File: src/rtl/seq_magnitude_comparator_pkg.sv
// cmp_pkg: shared types and helpers for the sequential magnitude comparator.
//   state_t      - controller states (IDLE, RUN, DONE)
//   res_t        - result vector {gt, eq, lt}, always one-hot when valid
//   RES_GT/EQ/LT - result encodings
//   nchunk()     - number of CHUNK-bit slices in a WIDTH-bit operand
//   idx_width()  - chunk index counter width (never below 1 bit)
package cmp_pkg;

    typedef enum logic [1:0] {
        IDLE = 2'd0,
        RUN  = 2'd1,
        DONE = 2'd2
    } state_t;

    typedef logic [2:0] res_t;

    localparam res_t RES_NONE = 3'b000;
    localparam res_t RES_GT   = 3'b100;
    localparam res_t RES_EQ   = 3'b010;
    localparam res_t RES_LT   = 3'b001;

    function automatic int nchunk(input int width, input int chunk);
        return width / chunk;
    endfunction

    function automatic int idx_width(input int n);
        return (n > 1) ? $clog2(n) : 1;
    endfunction

endpackage

File: src/rtl/seq_magnitude_comparator_if.sv
// Request/result bundle for seq_magnitude_comparator.
//   master: drives start, signed_mode, a, b; observes busy, done, gt, eq, lt
//   slave : the comparator side of the same signals
interface seq_magnitude_comparator_if #(
    parameter int WIDTH = 16
);
    logic             start;
    logic             signed_mode;
    logic [WIDTH-1:0] a;
    logic [WIDTH-1:0] b;
    logic             busy;
    logic             done;
    logic             gt;
    logic             eq;
    logic             lt;

    modport master (
        output start, signed_mode, a, b,
        input  busy, done, gt, eq, lt
    );

    modport slave (
        input  start, signed_mode, a, b,
        output busy, done, gt, eq, lt
    );
endinterface

File: src/rtl/seq_magnitude_comparator_chunk_compare.sv
// chunk_compare: purely combinational unsigned compare of one CHUNK-bit slice.
//   a, b : CHUNK-bit unsigned slices
//   gt   : a > b
//   eq   : a == b
//   lt   : a < b
module chunk_compare #(
    parameter int CHUNK = 4
) (
    input  logic [CHUNK-1:0] a,
    input  logic [CHUNK-1:0] b,
    output logic             gt,
    output logic             eq,
    output logic             lt
);
    always_comb begin
        gt = (a > b);
        eq = (a == b);
        lt = (a < b);
    end
endmodule

File: src/rtl/seq_magnitude_comparator.sv
// seq_magnitude_comparator: multi-cycle WIDTH-bit magnitude comparator that
// walks CHUNK bits per clock from the most significant slice downwards.
//   clk   : rising-edge clock
//   rst_n : synchronous active-low reset
//   bus   : slave side of seq_magnitude_comparator_if
//           start/signed_mode/a/b in (latched on acceptance),
//           busy/done/gt/eq/lt out (all derived from registers)
// EARLY_EXIT=1 finishes on the first differing slice; EARLY_EXIT=0 always
// scans every slice so latency is constant.
module seq_magnitude_comparator
    import cmp_pkg::*;
#(
    parameter int WIDTH      = 16,
    parameter int CHUNK      = 4,
    parameter int EARLY_EXIT = 1
) (
    input  logic                    clk,
    input  logic                    rst_n,
    seq_magnitude_comparator_if.slave bus
);
    localparam int NCHUNK = nchunk(WIDTH, CHUNK);
    localparam int IDX_W  = idx_width(NCHUNK);
    localparam logic [IDX_W-1:0] IDX_TOP  = IDX_W'(NCHUNK - 1);
    localparam logic [CHUNK-1:0] MSB_MASK = CHUNK'(1) << (CHUNK - 1);

    state_t           state_reg;
    state_t           state_next;
    logic [WIDTH-1:0] a_reg;
    logic [WIDTH-1:0] b_reg;
    logic             signed_reg;
    logic [IDX_W-1:0] idx_reg;
    logic             decided_reg;
    res_t             pend_reg;   // first decision, kept hidden until done
    res_t             res_reg;    // visible {gt, eq, lt}

    logic [CHUNK-1:0] a_chunk [NCHUNK];
    logic [CHUNK-1:0] b_chunk [NCHUNK];
    logic [CHUNK-1:0] cur_a;
    logic [CHUNK-1:0] cur_b;
    logic             chunk_gt;
    logic             chunk_eq;
    logic             chunk_lt;
    logic             accept;
    logic             finish;
    logic             busy_int;
    logic             done_int;

    // Slice the latched operands. Flipping the sign bit of the top slice maps
    // two's-complement ordering onto unsigned ordering.
    for (genvar gi = 0; gi < NCHUNK; gi++) begin : g_chunk
        if (gi == NCHUNK - 1) begin : g_top
            assign a_chunk[gi] = a_reg[gi*CHUNK +: CHUNK] ^ (signed_reg ? MSB_MASK : '0);
            assign b_chunk[gi] = b_reg[gi*CHUNK +: CHUNK] ^ (signed_reg ? MSB_MASK : '0);
        end else begin : g_low
            assign a_chunk[gi] = a_reg[gi*CHUNK +: CHUNK];
            assign b_chunk[gi] = b_reg[gi*CHUNK +: CHUNK];
        end
    end

    assign cur_a = a_chunk[idx_reg];
    assign cur_b = b_chunk[idx_reg];

    chunk_compare #(
        .CHUNK (CHUNK)
    ) u_chunk_compare (
        .a  (cur_a),
        .b  (cur_b),
        .gt (chunk_gt),
        .eq (chunk_eq),
        .lt (chunk_lt)
    );

    assign accept = bus.start && (state_reg != RUN);
    assign finish = (state_reg == RUN) && (state_next == DONE);

    // State register
    always_ff @(posedge clk) begin
        if (!rst_n) begin
            state_reg <= IDLE;
        end else begin
            state_reg <= state_next;
        end
    end

    // Next-state logic
    always_comb begin
        state_next = state_reg;
        case (state_reg)
            IDLE: begin
                if (bus.start) begin
                    state_next = RUN;
                end
            end
            RUN: begin
                if (((EARLY_EXIT != 0) && !chunk_eq) || (idx_reg == '0)) begin
                    state_next = DONE;
                end
            end
            DONE: begin
                state_next = bus.start ? RUN : IDLE;
            end
            default: begin
                state_next = IDLE;
            end
        endcase
    end

    // Output decode: a function of the state register only
    always_comb begin
        busy_int = (state_reg == RUN);
        done_int = (state_reg == DONE);
    end

    // Operand latch, slice walk and result capture
    always_ff @(posedge clk) begin
        if (!rst_n) begin
            a_reg       <= '0;
            b_reg       <= '0;
            signed_reg  <= 1'b0;
            idx_reg     <= '0;
            decided_reg <= 1'b0;
            pend_reg    <= RES_NONE;
            res_reg     <= RES_NONE;
        end else if (accept) begin
            a_reg       <= bus.a;
            b_reg       <= bus.b;
            signed_reg  <= bus.signed_mode;
            idx_reg     <= IDX_TOP;
            decided_reg <= 1'b0;
            pend_reg    <= RES_NONE;
            res_reg     <= RES_NONE;
        end else if (state_reg == RUN) begin
            // Only the first differing slice counts; lower ones are ignored.
            if (!decided_reg && !chunk_eq) begin
                decided_reg <= 1'b1;
                pend_reg    <= chunk_gt ? RES_GT : RES_LT;
            end
            if (idx_reg != '0) begin
                idx_reg <= idx_reg - 1'b1;
            end
            if (finish) begin
                if (decided_reg) begin
                    res_reg <= pend_reg;
                end else if (chunk_gt) begin
                    res_reg <= RES_GT;
                end else if (chunk_lt) begin
                    res_reg <= RES_LT;
                end else begin
                    res_reg <= RES_EQ;
                end
            end
        end
    end

    assign bus.busy = busy_int;
    assign bus.done = done_int;
    assign bus.gt   = res_reg[2];
    assign bus.eq   = res_reg[1];
    assign bus.lt   = res_reg[0];

endmodule
File: src/flat_wrapper.sv
// flat-port wrapper written by rule: the top's interface ports become plain ports
module seq_magnitude_comparator_flat import cmp_pkg::*;
#(
    parameter int WIDTH      = 16,
    parameter int CHUNK      = 4,
    parameter int EARLY_EXIT = 1
)
  (clk, rst_n, bus_start, bus_signed_mode, bus_a, bus_b, bus_busy, bus_done, bus_gt, bus_eq, bus_lt);
  seq_magnitude_comparator_if #(.WIDTH(WIDTH)) bus_i ();
  input  logic clk;
  input  logic rst_n;
  input wire logic [$bits(bus_i.start)-1:0] bus_start;
  input wire logic [$bits(bus_i.signed_mode)-1:0] bus_signed_mode;
  input wire logic [$bits(bus_i.a)-1:0] bus_a;
  input wire logic [$bits(bus_i.b)-1:0] bus_b;
  output wire logic [$bits(bus_i.busy)-1:0] bus_busy;
  output wire logic [$bits(bus_i.done)-1:0] bus_done;
  output wire logic [$bits(bus_i.gt)-1:0] bus_gt;
  output wire logic [$bits(bus_i.eq)-1:0] bus_eq;
  output wire logic [$bits(bus_i.lt)-1:0] bus_lt;
  assign bus_i.start = bus_start;
  assign bus_i.signed_mode = bus_signed_mode;
  assign bus_i.a = bus_a;
  assign bus_i.b = bus_b;
  assign bus_busy = bus_i.busy;
  assign bus_done = bus_i.done;
  assign bus_gt = bus_i.gt;
  assign bus_eq = bus_i.eq;
  assign bus_lt = bus_i.lt;
  seq_magnitude_comparator #(.WIDTH(WIDTH), .CHUNK(CHUNK), .EARLY_EXIT(EARLY_EXIT)) u_core (.clk(clk), .rst_n(rst_n), .bus(bus_i));
endmodule
File: config.mk
export PLATFORM = sky130hd
export DESIGN_NAME = seq_magnitude_comparator_flat
export DESIGN_NICKNAME = d
export VERILOG_FILES = /design/src/rtl/seq_magnitude_comparator_pkg.sv /design/src/rtl/seq_magnitude_comparator_if.sv /design/src/rtl/seq_magnitude_comparator_chunk_compare.sv /design/src/rtl/seq_magnitude_comparator.sv /design/src/flat_wrapper.sv
export SDC_FILE = /design/constraint.sdc
export NUM_CORES = 1
export LEC_CHECK = 0
export CAP_MARGIN = 0
export CORE_MARGIN = 3
export CORE_UTILIZATION = 53
export CTS_CLUSTER_SIZE = 16
export DETAILED_ROUTE_END_ITERATION = 8
export GPL_ROUTABILITY_DRIVEN = 0
export PLACE_DENSITY = 0.82
export SLEW_MARGIN = 20
export SYNTH_ARGS = -nofsm -noshare
export SYNTH_HDL_FRONTEND = slang
export SYNTH_SLANG_ARGS = --single-unit
File: constraint.sdc
create_clock -name clk -period 3.7 [get_ports clk]
set_clock_uncertainty 0.15 [all_clocks]
set_input_delay 0.74 -clock clk [delete_from_list [all_inputs] [get_ports clk]]
set_output_delay 0.74 -clock clk [all_outputs]
set_load 0.005 [all_outputs]
## Word-level counts from Yosys, hierarchy flattened

Index checks and enable logic that the tools add are counted.

- Bits in registers: 44
- Output and inout bits: 5
- Bits of input ports: 36

- $add $sub $neg: 1
- Equality and inequality tests: 5
- Order comparisons: 3
- Bitwise operators: 4
- Mux-type cells: 18
- Reductions and logical operators: 15

Operator list:

| kind | count |
|---|---|
| 2-to-1 mux 4 bit | 5 |
| binary-select mux 4 bit (select 2 bit) | 2 |
| 2-to-1 mux 2 bit | 6 |
| 2-to-1 mux 3 bit | 3 |
| bitwise XOR 4 bit | 2 |
| one-hot mux 2 bit (3 select lines) | 1 |
| AND reduction 2 bit | 3 |
| nonzero test 2 bit | 3 |
| equality test 2 bit (second input constant) | 2 |
| equality test 4 bit | 1 |
| greater-than comparator 4 bit | 1 |
| logical NOT 2 bit | 2 |
| less-than comparator 4 bit | 1 |
| greater-or-equal comparator 3 bit (second input constant) | 1 |
| logical AND 1 bit | 3 |
| inverter 2 -> 3 bit | 1 |
| equality test 2 x 1 -> 1 bit (second input constant) | 1 |
| logical NOT 1 bit | 2 |
| inequality test 2 x 1 -> 1 bit (second input constant) | 1 |
| OR reduction 2 bit | 1 |
| subtractor 2 x 1 -> 2 bit (second input constant) | 1 |
| logical OR 1 bit | 1 |
| 2-to-1 mux 1 bit | 1 |
| inverter 1 bit | 1 |

## Logic depth before layout (Yosys ltp)

Gate-level depths: netlist of run 1.

- Word-level depth: 13
- Mapped depth: 8
- Depth with buffers taken out: 8

## Hierarchy

A second synthesis of run 1 with hierarchy kept.

- Cell total of the unflattened synthesis: 230
- Area, all modules: 2140.8 um^2

Modules (own cells, without submodules):

| module | area an instance (um^2) | sequential area each (um^2) | cells each | times used |
|---|---|---|---|---|
| seq_magnitude_comparator | 2011.9 | 860.8 | 214 | 1 |
| chunk_compare | 128.9 | 0.0 | 16 | 1 |

## Least setup slack after synthesis of run 1

No wires, ideal clock.

- Path type: register to register
- From: register u_core.idx_reg[0]
- To: register u_core.pend_reg[2]
- Slack: 1.182 ns
- Required time: 3.430 ns
- Arrival time: 2.248 ns
- Stages on the path, launching flop included: 8
- Cell sequence: dfxtp_1 -> buf_2 -> mux4_2 -> ha_1 -> nor2b_4 -> o31a_1 -> or3_1 -> nor3b_1

- Cells in the longest elaborated chain, start to end: 8
- Elaborated cells on any way between the ends: 13

RTL lines:

| item | line | text |
|---|---|---|
| start, declared | seq_magnitude_comparator.sv:31 | `logic [IDX_W-1:0] idx_reg;` |
| start signal, assigned | seq_magnitude_comparator.sv:139 | `idx_reg <= idx_reg - 1'b1;` |
| inverter 2 -> 3 bit (not written as such) * | seq_magnitude_comparator.sv:60, seq_magnitude_comparator.sv:61 |  |
| branches (longest 7 deep; another with greater-than comparator 4 bit) | - |  |
| end signal, assigned | seq_magnitude_comparator.sv:136 | `pend_reg <= chunk_gt ? RES_GT : RES_LT;` |
| end, declared | seq_magnitude_comparator.sv:33 | `res_t pend_reg;` |

Every way passes the cells marked *. The select of a mux whose other input is x is not followed.
A chain may end at the register's enable or synchronous reset.

## Worst setup path in the final report of run 1

Ends and elaborated chain as after synthesis.

==> results.yml, run 1 <==
outcome:
  status: "complete, no violations"
setup_path:
  r2r.worst_path.cells: 6
  worstPathMaxFanout: 11
  rrSetupSlack_ns: 0.93
  crit_type: "flip-flop to flip-flop"
  crit_end: "u_core.pend_reg[2]$_SDFFE_PP0P_"
  startpoint: "u_core.idx_reg[0]$_SDFFE_PN0P_"
  worstSetupEndpointType: "flip-flop"
  cp.arrival_ns: 2.86
  worstSetupStartpointType: "flip-flop"
  max_stage_delay_ns: 0.68
  worstPathCellList: "mux4_2 -> ha_1 -> nor2b_4 -> o31a_1 -> or3_1 -> nor3b_1"
  crit_slowest_cell: "dfxtp_1"
  reg2reg_to: "u_core.pend_reg[2]$_SDFFE_PP0P_"
  rr_startpoint: "u_core.idx_reg[0]$_SDFFE_PN0P_"
  cp.required_ns: 3.79
cts:
  cts_tree: "yes"
  cts_hold_buf: 0
  cts.path.max_buffers: 2
  clock-root-buffer: "clkbuf_4"
  clkSinkCount: 43
  insertion_delay_ns: 0.34
  cts-resized-gates: 0
  cts_max_level: 2
  cts_made_buffers: 5
  cts.reportedPaths.clkPinSlew_ns: 0.12
  cts_setup_buffers: 0
cells_and_area:
  syn_to_final_growth_pct: 24.9
  final_util: 0.696
  diodes: 0
  nFillCells: 285
  final_common_cell: "nand2_1"
  ff_latch_area_um2: 861
  fin_cells: 301
  multi_input_area_um2: 943
  layout_common_cells: "nand2_1, dfxtp_1, clkdlybuf4s50_1, a21oi_1, mux4_2"
  nNetsFinal: 296
  drive_gt1_frac: 0.0941
power:
  power.density_mw_per_mm2: 415
  p_leak_uw: 0.000890
  irDropWorstVdd_uv: 261
sta:
  post-route-period-util: 0.748
  relSlewSlack: 0.537
  period_needed_ns: 2.77
  hold_violations: 0
  rsz0062_at_grt: "false"
  tns_ns: 0
  slew_violations: 0
  setup_viol: 0
  max_freq_ghz: 0.361
  fin_hold_ws_ns: 0.312
  worstMarginPinSlew_ns: 0.693
route:
  postRouteAntennaNets: 0
  vias: 1581
  routed_wirelength_um: 3860
  drtIter0Drc: 113
  m1WireLength_um: 1690
  wire_per_inst_um: 12.8
  dr.pass1.iters: 4
  viasPerCell: 5.25
  wl_met3_um: 175
  highest_layer: "met4"
  wl_met2_um: 1910
  drc: 0
floorplan:
  initial_core_util: 0.557
  io_pins: 41
  die_w_um: 65.7
  die_height_um: 65.7
  dieArea_mm2: 0.00432
  rows: 21
  core_mm2: 0.00339
synth:
  synth_cell_types: 31
  netlist_instances: 218
  syn-num-nets: 259
  syn_area_per_cell_um2: 8.67
  yosysWarnings: 0
  synth_seq_cells: 43
  synth_area_mm2: 0.00189
  ys_seq_area_frac: 0.456
placed_design:
  dp_cells: 294
  numPortBuffers: 40
  hpwl_um: 2810
worst_hold_path:
  holdCritPathClass: "flip-flop to flip-flop"
  hold_start: "u_core.a_reg[9]$_SDFFE_PN0P_"
run:
  drv_cap: 0
global_routing:
  grt_start_max_net_pins: 38
  grt_antenna_before_repair: 0
  first_global_vias: 1566
  grt_pass1_wl_um: 6650
  grt-ovfl-total: 0
  track_usage: 0.199
==> worst min-delay path by stage <==
stage | to | slack, ns | cells past startpoint
2_1_floorplan | u_core.a_reg[10]$_SDFFE_PN0P_ | 0.28 | 2
3_3_place_gp | u_core.b_reg[9]$_SDFFE_PN0P_ | 0.29 | 2
3_5_place_dp | u_core.a_reg[9]$_SDFFE_PN0P_ | 0.29 | 2
4_1_cts | u_core.a_reg[9]$_SDFFE_PN0P_ | 0.31 | 2
5_1_grt | u_core.b_reg[12]$_SDFFE_PN0P_ | 0.34 | 2
6_report | u_core.a_reg[9]$_SDFFE_PN0P_ | 0.31 | 2
==> report_power, final <==
part	internal [uW]	total (uW)	switching [uW]	leakage [uW]
combinational	120	226	106	0.000503
clock	88.2	230	142	0.0000341
sequential	495	523	28.4	0.000353
total	703	979	276	0.000890
==> cell type report <==
class / count / share of cell area
clock inverters: 1 / 0.00212
flip-flops and latches: 43 / 0.365
multi-input cells: 155 / 0.400
clock buffers: 6 / 0.0217
repair buffers: 41 / 0.173
well taps: 46 / 0.0244
inverters: 9 / 0.0143
==> worst max-delay path: cells and delay by family, from the launching register on <==
family	cells	cell delay (ns)
adders and majority gates	1	0.34
muxes	1	0.57
AOI/OAI and AO/OA	1	0.27
DFF	1	0.68
and+or+nand+nor	3	0.66
==> through the flow <==
stage	total power (uW)	area (um^2)	setup slack (ns)
global placement	752	2300	1.01
detailed placement	759	2300	0.957
global route	1030	2360	0.767
floorplan	681	1890	1.18
finish	979	2360	0.932
CTS	983	2360	0.934
==> synthesized netlist by cell type <==
cell type	n	area [um^2]
a21oi_1	39	195
nand4_2	1	12.5
clkbuf_1	3	11.3
nor2b_4	1	13.8
nand2b_2	1	8.76
a211oi_2	1	12.5
o31a_1	1	8.76
a221oi_1	1	8.76
clkinv_1	1	3.75
mux4_2	8	180
or3_1	2	12.5
o21ai_2	1	8.76
nor2_4	1	11.3
o21ai_0	1	5.00
nor3_1	3	15.0
nor3b_1	2	15.0
ha_1	5	62.6
inv_2	2	7.51
o311ai_1	1	8.76
buf_2	8	40.0
xor2_1	2	17.5
and2_1	1	6.26
inv_1	6	22.5
o21a_1	2	15.0
nor2_1	3	11.3
nand2_1	72	270
a211oi_1	2	15.0
dfxtp_1	43	861
nor2b_1	2	12.5
and2b_1	1	7.51
o32ai_1	1	8.76
==> cell families (layout without fill, tap and decap cells) <==
kind of cell    Yosys count  in the layout  share of synthesized area
xor+xnor                  2              2                    0.00927
fa+ha+maj                 5              5                     0.0331
buf+inv                  20             57                     0.0450
flops                    43             43                      0.456
mux                       8              8                     0.0954
simple gates             90             90                      0.210
compound gates           50             50                      0.152
==> routing by layer <==
layer  GRT usage  up-vias
met5           0        -
met2       0.348       46
met1       0.235      709
li1            -      817
met3      0.0427        9
met4      0.0751        0
(Power assumes the default switching activity.)
==> inputs of run 2 (changes only) <==
CORE_UTILIZATION = 45   (was 53)
PLACE_DENSITY = 0.74   (was 0.82)
clock period = 2.39 ns   (was 3.7 ns; I/O delays follow)
==> run 2 against run 1 <==
  * Cell count rose by 4.3%
  * Highest routed layer unchanged
  * Largest power group unchanged
  * Clock-buffer cell count did not move
  * Combinational power rose by 93%
==> results.yml, run 2 (same netlist as run 1, synthesis figures left out) <==
outcome:
  status: "complete, no violations"
cells_and_area:
  nFillCells: 307
  multi_input_area_um2: 997
  syn_to_final_growth_pct: 36.2
  nNetsFinal: 306
  final_cell_area_mm2: 0.00257
  drive_gt1_frac: 0.154
  layout_common_cells: "nand2_1, dfxtp_1, clkdlybuf4s50_1, a21oi_1, buf_4"
  diodes: 0
  final_common_cell: "nand2_1"
  final_util: 0.668
  ff_latch_area_um2: 868
route:
  m1WireLength_um: 1950
  drc: 0
  dr.pass1.iters: 4
  routed_wirelength_um: 4160
  viasPerCell: 5.14
  vias: 1615
  drtIter0Drc: 54
  postRouteAntennaNets: 0
  wl_met3_um: 187
  highest_layer: "met4"
  wire_per_inst_um: 13.3
  wl_met2_um: 1980
placed_design:
  hpwl_um: 2990
  pre_cts_ws_ns: 0.000247
  numPortBuffers: 40
  placed_area_mm2: 0.00241
cts:
  cts_setup_buffers: 0
  clkSinkCount: 43
  cts_tree: "yes"
  cts.path.max_buffers: 2
  insertion_delay_ns: 0.30
  cts_made_buffers: 5
  clock-root-buffer: "clkbuf_8"
  cts_max_level: 2
  cts.reportedPaths.clkPinSlew_ns: 0.08
sta:
  relSlewSlack: 0.724
  fin_ws_ns: 0.0456
  fin_hold_ws_ns: 0.305
  max_freq_ghz: 0.427
  setup_viol: 0
  period_needed_ns: 2.34
  worstMarginPinSlew_ns: 0.414
  slew_violations: 0
  hold_violations: 0
  post-route-period-util: 0.981
floorplan:
  die_height_um: 70.8
  dieArea_mm2: 0.00501
  rows: 22
  io_pins: 41
  initial_core_util: 0.490
  core_mm2: 0.00385
  die_w_um: 70.8
setup_path:
  worstSetupEndpointType: "flip-flop"
  worstSetupStartpointType: "flip-flop"
  crit_type: "flip-flop to flip-flop"
  rr_startpoint: "u_core.idx_reg[1]$_SDFFE_PN0P_"
  startpoint: "u_core.idx_reg[1]$_SDFFE_PN0P_"
  cp.arrival_ns: 2.38
  worstPathMaxFanout: 4
  cp.required_ns: 2.43
power:
  seqPwrFrac: 0.441
  clock_power_share: 0.318
  irDropWorstVdd_uv: 448
  switchingPower_uw: 475
  power.total_uw: 1820
  p_leak_uw: 0.000974
  power.density_mw_per_mm2: 707
  p_comb_frac: 0.240
  switching_share: 0.261
  intPower_uw: 1340
global_routing:
  grt-ovfl-total: 0
  grt_antenna_before_repair: 0
  grt_start_max_net_pins: 24
  grt_pass1_wl_um: 6980
  track_usage: 0.173
  first_global_vias: 1586
run:
  drv_cap: 0
worst_hold_path:
  holdCritPathClass: "flip-flop to flip-flop"
  hold_start: "u_core.b_reg[4]$_SDFFE_PN0P_"
==> run 2: cell count changes in the layout (fill, tap and decap cells not counted), sizes merged <==
cell	change
buf	+10
bufinv	+1
==> run 2: layout make-up <==
class                   instances  area share
clock buffers                   6      0.0321
clock inverters                 2      0.0136
inverters                       9      0.0131
multi-input cells             155       0.388
flip-flops and latches         43       0.338
well taps                      48      0.0233
repair buffers                 51       0.193
==> run 2: power by group through the flow <==
stage               sequential (uW)  combinational, uW  clock (uW)
CTS                             802                399         592
global route                    810                477         613
floorplan                       803                261           0
global placement                818                390           0
finish                          803                437         579
detailed placement              819                397           0
==> run 2: path summary, 6_finish.rpt <==
path	to	cells after the start	slack [ns]
setup / recovery	u_core.pend_reg[2]$_SDFFE_PP0P_	7	0.05
hold / removal	u_core.b_reg[4]$_SDFFE_PN0P_	2	0.31
setup reg to reg	u_core.pend_reg[2]$_SDFFE_PP0P_	7	0.05
hold reg to reg	u_core.b_reg[4]$_SDFFE_PN0P_	2	0.31
==> run 2: metrics by stage <==
step	instances	TNS, ns
floorplan	218	0
global placement	306	0
detailed placement	306	0
CTS	314	0
global route	314	-0.0151
finish	314	0
==> run 2: metal layers <==
metal / vias to the layer above / track usage
li1: 833 / -
met1: 743 / 0.213
met2: 33 / 0.295
met3: 6 / 0.0554
met4: 0 / 0.0438
met5: - / 0
==> run 2: repair_timing <==
action | CTS | global route
gates resized for setup | 2 | 6
hold buffers | 0 | 0
setup endpoints to repair | 1 | 5
pin swaps | 0 | 4
==> run 2: worst max-delay path, stage by stage (launching register included) <==
cell and delay, ns:
dfxtp_4 0.38, mux4_2 0.51, inv_2 0.09, ha_4 0.21
nor2b_4 0.13, o31a_1 0.26, or3_1 0.36, nor3b_1 0.14
==> inputs of run 3 (changes only) <==
CORE_UTILIZATION = 39   (was 45)
PLACE_DENSITY = 0.67   (was 0.74)
==> run 3 against run 2 <==
  * Clock power shrank 28%
  * Register-to-register slack about the same
  * Critical path depth did not move
  * Critical path type unchanged
  * Largest power group unchanged
  * Critical endpoint unchanged
  * Global-route usage down 1.5 points
  * Die area grew 14%
==> results.yml, run 3 (same netlist as run 1, synthesis figures left out) <==
placed_design:
  pre_cts_ws_ns: -0.0279
  hpwl_um: 3090
  numPortBuffers: 40
  dp_cells: 310
  placed_area_mm2: 0.00240
sta:
  tns_ns: 0
  hold_violations: 0
  relSlewSlack: 0.711
  post-route-period-util: 0.982
  rsz0062_at_grt: "true"
  worstMarginPinSlew_ns: 0.432
  setup_viol: 0
  slew_violations: 0
  max_freq_ghz: 0.426
  period_needed_ns: 2.35
  fin_ws_ns: 0.0435
floorplan:
  die_height_um: 75.6
  die_w_um: 75.6
  dieArea_mm2: 0.00572
  rows: 24
  initial_core_util: 0.419
  io_pins: 41
  core_mm2: 0.00450
route:
  viasPerCell: 5.08
  routed_wirelength_um: 4110
  drtIter0Drc: 83
  postRouteAntennaNets: 0
  vias: 1606
  dr.pass1.iters: 4
  drc: 0
  wire_per_inst_um: 13.0
outcome:
  status: "complete, no violations"
global_routing:
  first_global_vias: 1542
  track_usage: 0.158
  grt_pass1_wl_um: 6750
  grt_start_max_net_pins: 34
  grt-ovfl-total: 0
  grt_antenna_before_repair: 0
cells_and_area:
  drive_gt1_frac: 0.152
  nNetsFinal: 306
  final_cell_area_mm2: 0.00252
  final_util: 0.560
  final_common_cell: "nand2_1"
  syn_to_final_growth_pct: 33.4
  layout_common_cells: "nand2_1, dfxtp_1, clkdlybuf4s50_1, a21oi_1, buf_4"
  diodes: 0
  nFillCells: 435
  fin_cells: 316
setup_path:
  worstSetupEndpointType: "flip-flop"
  worstPathMaxFanout: 4
  max_stage_delay_ns: 0.51
  worstPathCellList: "mux4_2 -> inv_2 -> ha_4 -> nor2b_4 -> o31a_1 -> or3_4 -> nor3b_1"
  crit_slowest_cell: "mux4_2"
  worstSetupStartpointType: "flip-flop"
  crit_family: "simple AND/OR/NAND/NOR gates"
  path_buf_inv: 1
  cp.arrival_ns: 2.38
  crit_type: "flip-flop to flip-flop"
  cp.required_ns: 2.42
cts:
  cts_max_level: 2
  cts.reportedPaths.clkPinSlew_ns: 0.08
  cts_setup_buffers: 0
  cts.path.max_buffers: 2
  cts_hold_buf: 0
  insertion_delay_ns: 0.29
  cts_tree: "yes"
  cts_made_buffers: 5
  clkSinkCount: 43
  clock-root-buffer: "clkbuf_8"
run:
  drv_cap: 0
power:
  power.density_mw_per_mm2: 652
  irDropWorstVdd_uv: 307
  p_leak_uw: 0.000948
worst_hold_path:
  holdCritPathClass: "flip-flop to flip-flop"
-- run 3: through the flow --
stage               total power, uW  hold slack (ns)
finish                         1640            0.304
CTS                            1630            0.306
floorplan                      1060            0.283
global route                   1730            0.330
global placement               1210            0.296
detailed placement             1210            0.296
-- run 3: cell type report --
class | count | area [um^2] | share of cell area
Sequential cell | 43 | 868 | 0.344
Timing Repair Buffer | 51 | 487 | 0.193
Multi-Input combinational cell | 155 | 995 | 0.395
Tap cell | 52 | 65.1 | 0.0258
Inverter | 9 | 33.8 | 0.0134
Clock buffer | 6 | 72.6 | 0.0288
-- run 3: layer usage --
metal	GRT usage	vias to the layer above	routed length, um
li1	-	833	-
met1	0.200	727	1860
met2	0.258	41	1960
met3	0.0449	5	245
met4	0.0602	0	55
met5	0	-	0
-- run 3: path summary, 6_finish.rpt --
check,start,end,slack (ns),cells past startpoint
max,u_core.idx_reg[1]$_SDFFE_PN0P_,u_core.pend_reg[2]$_SDFFE_PP0P_,0.04,7
min,u_core.a_reg[10]$_SDFFE_PN0P_,u_core.a_reg[10]$_SDFFE_PN0P_,0.30,2
max reg2reg,u_core.idx_reg[1]$_SDFFE_PN0P_,u_core.pend_reg[2]$_SDFFE_PP0P_,0.04,7
min reg2reg,u_core.a_reg[10]$_SDFFE_PN0P_,u_core.a_reg[10]$_SDFFE_PN0P_,0.30,2
-- run 3: timing repair --
item,in CTS,in global routing
pin swaps,0,1
resized for setup,2,8
setup endpoints to repair,1,4
-- run 3: power by group --
part / switching (uW) / internal [uW] / leakage (uW) / total (uW)
registers: 36.5 / 767 / 0.000354 / 803
logic: 189 / 236 / 0.000557 / 425
clock network: 221 / 195 / 0.0000371 / 416
-- run 3: worst reg2reg max path: cells and delay by family, from the launching register on --
kind | cells | cell delay (ns)
AND/OR/NAND/NOR | 3 | 0.64
multiplexers | 1 | 0.51
flip-flops | 1 | 0.38
AO/OA/AOI/OAI | 1 | 0.26
adder cells (fa/ha/maj) | 1 | 0.21
buffers and inverters | 1 | 0.09
